<file path="src/rtl/reg_bus_arbiter.sv">
// reg_bus_arbiter: shares the byte-wide USB register bus between the host
// frontend (always passed straight through) and one internal word master,
// whose single word request is serialised into consecutive byte cycles.
// Optional feature macro: REG_ARB_PREEMPT_CNT_EN enables the preemption counter.
module reg_bus_arbiter #(
  parameter int pADDR_WIDTH   = 21,
  parameter int pBYTECNT_SIZE = 7,
  parameter int pWORD_BYTES   = 4
) (
  input  logic                                 usb_clk,
  input  logic                                 reset_n,
  input  logic [pADDR_WIDTH-pBYTECNT_SIZE-1:0] host_address,
  input  logic [pBYTECNT_SIZE-1:0]             host_bytecnt,
  input  logic [7:0]                           host_write_data,
  input  logic                                 host_read,
  input  logic                                 host_write,
  input  logic                                 host_addrvalid,
  output logic [7:0]                           host_read_data,
  input  logic                                 int_req,
  input  logic                                 int_we,
  input  logic [pADDR_WIDTH-pBYTECNT_SIZE-1:0] int_address,
  input  logic [8*pWORD_BYTES-1:0]             int_wdata,
  output logic                                 int_busy,
  output logic                                 int_ack,
  output logic [8*pWORD_BYTES-1:0]             int_rdata,
  output logic [pADDR_WIDTH-pBYTECNT_SIZE-1:0] reg_address,
  output logic [pBYTECNT_SIZE-1:0]             reg_bytecnt,
  output logic [7:0]                           reg_write_data,
  output logic                                 reg_read,
  output logic                                 reg_write,
  output logic                                 reg_addrvalid,
  input  logic [7:0]                           reg_read_data,
  output logic [15:0]                          preempt_count
);

  localparam int AW = pADDR_WIDTH - pBYTECNT_SIZE;
  localparam int DW = 8 * pWORD_BYTES;
  localparam int KW = 3;
  localparam logic [KW-1:0] K_LAST = KW'(pWORD_BYTES - 1);

  typedef enum logic [2:0] {
    S_IDLE = 3'd0,
    S_RUN  = 3'd1,
    S_LAST = 3'd2,
    S_ACK  = 3'd3,
    S_HOLD = 3'd4
  } state_t;

  state_t          state_q, state_d;
  logic [KW-1:0]   k_q, k_d;
  logic            we_q, we_d;
  logic [AW-1:0]   addr_q, addr_d;
  logic [DW-1:0]   wdata_q, wdata_d;
  logic [DW-1:0]   acc_q, acc_d;
  logic [DW-1:0]   rdata_q, rdata_d;
  logic            busy_q, busy_d;
  logic            ack_q, ack_d;

  // Internal bus drive registers: hold the byte cycle the FSM issues next.
  logic [AW-1:0]            drv_address_q, drv_address_d;
  logic [pBYTECNT_SIZE-1:0] drv_bytecnt_q, drv_bytecnt_d;
  logic [7:0]               drv_wdata_q, drv_wdata_d;
  logic                     drv_read_q, drv_read_d;
  logic                     drv_write_q, drv_write_d;
  logic                     drv_addrvalid_q, drv_addrvalid_d;

  logic grant_host_s;

  // Next-state logic: sequence the word into bytes, capture read bytes, handle preemption.
  always_comb begin
    state_d = state_q;
    k_d     = k_q;
    we_d    = we_q;
    addr_d  = addr_q;
    wdata_d = wdata_q;
    acc_d   = acc_q;
    case (state_q)
      S_IDLE: begin
        if (int_req && !host_addrvalid) begin
          we_d    = int_we;
          addr_d  = int_address;
          wdata_d = int_wdata;
          acc_d   = '0;
          k_d     = 3'd0;
          state_d = S_RUN;
        end else begin
          state_d = S_IDLE;
        end
      end
      S_RUN: begin
        if (host_addrvalid) begin
          // Host takes the bus; the partial word is thrown away and reissued.
          state_d = S_HOLD;
          k_d     = 3'd0;
          acc_d   = '0;
        end else begin
          // Bytes return in order, so shifting in from the top leaves byte 0 at the LSB.
          if (!we_q && (k_q != 3'd0)) begin
            acc_d = (acc_q >> 8) | (DW'(reg_read_data) << (DW - 8));
          end else begin
            acc_d = acc_q;
          end
          if (k_q == K_LAST) begin
            state_d = we_q ? S_ACK : S_LAST;
          end else begin
            k_d = k_q + 3'd1;
          end
        end
      end
      S_LAST: begin
        acc_d   = (acc_q >> 8) | (DW'(reg_read_data) << (DW - 8));
        state_d = S_ACK;
      end
      S_ACK: begin
        state_d = S_IDLE;
      end
      S_HOLD: begin
        if (!host_addrvalid) begin
          state_d = S_RUN;
          k_d     = 3'd0;
        end else begin
          state_d = S_HOLD;
        end
      end
      default: begin
        state_d = S_IDLE;
      end
    endcase
  end

  // Completion flags and the read word presented to the internal master.
  always_comb begin
    busy_d = (state_d != S_IDLE);
    ack_d  = (state_d == S_ACK);
    if (state_d == S_ACK) begin
      rdata_d = acc_d;
    end else begin
      rdata_d = rdata_q;
    end
  end

  // Bus drive values for the next cycle; only a RUN cycle drives the bus.
  always_comb begin
    if (state_d == S_RUN) begin
      drv_addrvalid_d = 1'b1;
      drv_address_d   = addr_d;
      drv_bytecnt_d   = pBYTECNT_SIZE'(k_d);
      drv_write_d     = we_d;
      drv_read_d      = !we_d;
      drv_wdata_d     = we_d ? 8'(wdata_d >> {k_d, 3'b000}) : 8'h00;
    end else begin
      drv_addrvalid_d = 1'b0;
      drv_address_d   = '0;
      drv_bytecnt_d   = '0;
      drv_write_d     = 1'b0;
      drv_read_d      = 1'b0;
      drv_wdata_d     = 8'h00;
    end
  end

  // State and drive registers with synchronous active-low reset.
  always_ff @(posedge usb_clk) begin
    if (!reset_n) begin
      state_q         <= S_IDLE;
      k_q             <= 3'd0;
      we_q            <= 1'b0;
      addr_q          <= '0;
      wdata_q         <= '0;
      acc_q           <= '0;
      rdata_q         <= '0;
      busy_q          <= 1'b0;
      ack_q           <= 1'b0;
      drv_address_q   <= '0;
      drv_bytecnt_q   <= '0;
      drv_wdata_q     <= 8'h00;
      drv_read_q      <= 1'b0;
      drv_write_q     <= 1'b0;
      drv_addrvalid_q <= 1'b0;
    end else begin
      state_q         <= state_d;
      k_q             <= k_d;
      we_q            <= we_d;
      addr_q          <= addr_d;
      wdata_q         <= wdata_d;
      acc_q           <= acc_d;
      rdata_q         <= rdata_d;
      busy_q          <= busy_d;
      ack_q           <= ack_d;
      drv_address_q   <= drv_address_d;
      drv_bytecnt_q   <= drv_bytecnt_d;
      drv_wdata_q     <= drv_wdata_d;
      drv_read_q      <= drv_read_d;
      drv_write_q     <= drv_write_d;
      drv_addrvalid_q <= drv_addrvalid_d;
    end
  end

  // Bus mux: the host owns the bus whenever it asserts addrvalid or the FSM is idle.
  always_comb begin
    grant_host_s = host_addrvalid | (state_q == S_IDLE);
    if (grant_host_s) begin
      reg_address    = host_address;
      reg_bytecnt    = host_bytecnt;
      reg_write_data = host_write_data;
      reg_read       = host_read;
      reg_write      = host_write;
      reg_addrvalid  = host_addrvalid;
    end else begin
      reg_address    = drv_address_q;
      reg_bytecnt    = drv_bytecnt_q;
      reg_write_data = drv_wdata_q;
      reg_read       = drv_read_q;
      reg_write      = drv_write_q;
      reg_addrvalid  = drv_addrvalid_q;
    end
  end

  assign host_read_data = reg_read_data;
  assign int_busy       = busy_q;
  assign int_ack        = ack_q;
  assign int_rdata      = rdata_q;

`ifdef REG_ARB_PREEMPT_CNT_EN
  logic [15:0] pcnt_q, pcnt_d;

  // Count RUN->HOLD transitions, saturating at all-ones.
  always_comb begin
    if ((state_q == S_RUN) && host_addrvalid && (pcnt_q != 16'hFFFF)) begin
      pcnt_d = pcnt_q + 16'd1;
    end else begin
      pcnt_d = pcnt_q;
    end
  end

  // Preemption counter register.
  always_ff @(posedge usb_clk) begin
    if (!reset_n) begin
      pcnt_q <= 16'h0000;
    end else begin
      pcnt_q <= pcnt_d;
    end
  end

  assign preempt_count = pcnt_q;
`else
  assign preempt_count = 16'h0000;
`endif

endmodule
</file>
<file path="config.mk">
export PLATFORM = sky130hd
export DESIGN_NAME = reg_bus_arbiter
export DESIGN_NICKNAME = d
export VERILOG_FILES = /design/src/rtl/reg_bus_arbiter.sv
export SDC_FILE = /design/constraint.sdc
export NUM_CORES = 1
export LEC_CHECK = 0
export ABC_AREA = 0
export ABC_CLOCK_PERIOD_IN_PS = 6300
export CORE_ASPECT_RATIO = 1.1
export CORE_MARGIN = 2
export CORE_UTILIZATION = 52
export DETAILED_ROUTE_END_ITERATION = 12
export HOLD_SLACK_MARGIN = 0.08
export PLACE_DENSITY = 0.95
export SLEW_MARGIN = 0
export SYNTH_ARGS = -nofsm -noshare
export SYNTH_HDL_FRONTEND = slang
export SYNTH_SLANG_ARGS = --single-unit
</file>
<file path="constraint.sdc">
create_clock -name usb_clk -period 6.3 [get_ports usb_clk]
set_input_delay 0.945 -clock usb_clk [delete_from_list [all_inputs] [get_ports usb_clk]]
set_output_delay 0.945 -clock usb_clk [all_outputs]
set_load 0.02 [all_outputs]
</file>
==> impl_metrics.yaml <==
clock_network:
  cts-root-buf: "clkbuf_16"
  hold_buffers: 0
  clock_path_buffers: 2
  cts_resized: 0
  cts_max_level: 4
  cts_setup_buffers: 0
  clk_latency_ns: 0.43
  cts_tree: "done"
  clock_sinks: 147
  path_clk_slew_ns: 0.06
  cts_made_buffers: 17
finish:
  final_common_cell: "clkdlybuf4s50_1"
  layout.cells.most_common_list: "clkdlybuf4s50_1, dfxtp_1, nand2_1"
  fin_nets: 938
  drive_above_1_share_pct: 12.7
  diodes: 0
  syn_to_final_growth_pct: 34.5
  design_area_um2: 8580
synth:
  synth_xor_area_share_pct: 0.137
  synth.avg_cell_area_um2: 8.94
  synth_top_family_by_area: "compound AO/OA/AOI/OAI gates"
  ys_seq_area_share_pct: 46.1
  syn_area_um2: 6380
  yosysUniqueCellTypes: 57
  synth-main-ff-cell: "dfxtp_1"
  synth_edf_count: 0
  synth_compound_area_share_pct: 21.7
  synth_cells: 714
  synth_async_sr_flop_share_pct: 0
  ys_ff_latch: 147
  ys_warn_count: 0
  synthMuxAreaShare_pct: 8.39
  yosys.area_share.simple_pct: 16.4
  synth_fa_ha_area_share_pct: 0.392
sta:
  fin_crit_ns: 4.08
  fmax_mhz: 245
  hold_slack_ns: 0.452
  skew_ns: 0.00559
  rsz0062_at_grt: "false"
  fin_setup_tns_ns: 0
  max_slew.worst_pin.slew_ns: 1.05
  slew_viol_final: 0
  final_hold_viol_count: 0
  fin_crit_sh_pct: 64.8
  maxSlewHeadroom_pct: 30.2
  finalSetupViolCount: 0
global_route:
  grt_overflow_total: 0
  grt_max_degree: 70
  grt.met3_usage_pct: 8.30
  use_met2_pct: 44.8
  grt.busiest_layer: "met2"
  antenna_found_initial: 0
  grt_pass1_wl_um: 26100
  grt_pass1_vias: 5423
  use_met1_pct: 27.7
  grt_usage_pct: 25.5
die:
  std_cell_rows: 42
  dieArea_um2: 13200
  die-height_um: 120
  ios: 180
  die_x_um: 110
  coreArea_um2: 12000
  start_util_pct: 53.3
critical_path:
  critPathRequiredTime_ns: 5.35
  timing.rr.start: "state_q[2]$_SDFF_PN0_"
  cp-end-kind: "output pin"
  cp_max_fo: 31
  crit_type: "in2out"
  r2r_end: "int_rdata[5]$_SDFFE_PN0P_"
  r2r_setup_slack_ns: 3.62
  critPathLaunchType: "primary input"
  arrival_ns: 3.14
  reg2reg_depth: 8
min_path:
  min_path_type: "reg2reg"
  hp-start: "wdata_q[30]$_SDFF_PN0_"
  hold_end: "wdata_q[30]$_SDFF_PN0_"
  whs_path_depth: 2
status:
  outcome: "complete, no violations"
route:
  avgViaCountPerCell: 5.67
  dr.first_iter.drc_count: 370
  firstDrtPassIters: 5
  vias: 5748
  drc: 0
  wl_per_cell_um: 16.7
  drtAntennaViolNets: 0
  wirelength_um: 16900
place:
  gp_congestion: 0.889
  dpl_cell_area_um2: 7940
  dp_hpwl_um: 11100
  numPortBuffers: 163
run:
  cap_viol_max_count: 0
pwr:
  power.density_nw_per_um2: 272
  peakVddDrop_mv: 0.259
  leakagePower_nw: 3.04
==> sequential cells by signal, summed over array words and instances (netlist names) <==
signal and count:
acc_q 32, int_rdata 32, wdata_q 32, addr_q 14, drv_address_q 14, drv_wdata_q 8, drv_bytecnt_q 3, k_q 3
state_q 3, drv_addrvalid_q 1, drv_read_q 1, drv_write_q 1, int_ack 1, int_busy 1, we_q 1
==> critical path, stage by stage <==
cell and delay (ns):
clkdlybuf4s50_1 0.67, nor2_2 0.19, buf_4 0.36, mux2_2 0.39
clkdlybuf4s50_1 0.56
==> cells by family after synthesis <==
| logic type | Yosys count |
|---|---|
| adders and majority gates | 2 |
| AOI/OAI and AO/OA | 204 |
| buffers and inverters | 81 |
| DFF | 147 |
| xor gates and xnor gates | 1 |
| muxes | 50 |
| other | 1 |
| and+or+nand+nor | 228 |
==> power by group <==
| part | switching (mW) | internal [mW] | total, mW | leakage [nW] |
|---|---|---|---|---|
| registers | 0.0126 | 0.951 | 0.963 | 1.19 |
| clock network | 0.395 | 0.698 | 1.09 | 0.304 |
| logic | 0.147 | 0.131 | 0.278 | 1.54 |
| total | 0.554 | 1.78 | 2.33 | 3.04 |
==> area by class of cell <==
class	count	area (um2)
inverter	6	25.0
sequential	147	2940
clock buffer	17	425
tap	154	193
timing repair buffer	173	1710
multi-input combinational	501	3070
clock inverter	15	214
fill	828	3400
==> synthesized netlist by cell type (2+ instances only) <==
library cell | count | area share (%)
nor2_1 | 54 | 3.2
nor3_1 | 2 | 0.16
a221oi_1 | 2 | 0.27
o21ai_1 | 2 | 0.16
mux2i_1 | 22 | 3.5
a21oi_1 | 96 | 7.5
a32o_1 | 7 | 1.1
ha_1 | 2 | 0.39
nor3b_1 | 4 | 0.47
nand3_1 | 17 | 1.3
dfxtp_1 | 147 | 46
a311oi_1 | 12 | 1.6
buf_6 | 2 | 0.35
buf_2 | 7 | 0.55
a31oi_1 | 7 | 0.69
or2_2 | 2 | 0.20
a21oi_2 | 2 | 0.27
nand2_1 | 120 | 7.1
buf_4 | 28 | 3.3
clkbuf_1 | 37 | 2.2
mux2_2 | 28 | 4.9
a311oi_2 | 20 | 4.7
and3_1 | 2 | 0.20
o21ai_0 | 42 | 3.3
nor2b_1 | 9 | 0.88
nand2b_1 | 3 | 0.29
o21bai_1 | 2 | 0.24
or3b_1 | 2 | 0.27
and2_1 | 2 | 0.20
inv_1 | 5 | 0.29
==> per-layer routing <==
| layer | wire [um] | vias to the layer above | share of wire, % |
|---|---|---|---|
| met5 | 0 | - | 0 |
| met4 | 504 | 0 | 3.0 |
| met3 | 1320 | 40 | 7.8 |
| met2 | 8690 | 242 | 51 |
| met1 | 6370 | 2716 | 38 |
| li1 | - | 2750 | - |
==> worst max path at each step <==
| stage | slack, ns | endpoint | start | cells past startpoint |
|---|---|---|---|---|
| CTS | 2.21 | reg_address[5] | host_addrvalid | 5 |
| floorplan | 3.28 | reg_address[0] | host_addrvalid | 4 |
| finish | 2.22 | reg_address[5] | host_addrvalid | 5 |
| global placement | 2.31 | reg_address[4] | host_addrvalid | 5 |
| global route | 2.11 | reg_bytecnt[2] | host_addrvalid | 5 |
| detailed placement | 2.20 | reg_address[5] | host_addrvalid | 5 |
==> metrics by stage <==
| stage | setup WS, ns | power (mW) | util (%) | cells |
|---|---|---|---|---|
| finish | 2.22 | 2.33 | 71.6 | 1013 |
| global route | 2.11 | 2.41 | 71.6 | 1013 |
| CTS | 2.21 | 2.34 | 71.6 | 1013 |
| detailed placement | 2.20 | 1.26 | 66.3 | 981 |
| global placement | 2.31 | 1.25 | 66.3 | 981 |
| floorplan | 3.28 | 1.15 | - | 729 |
Power figures use the tool's default switching activity.
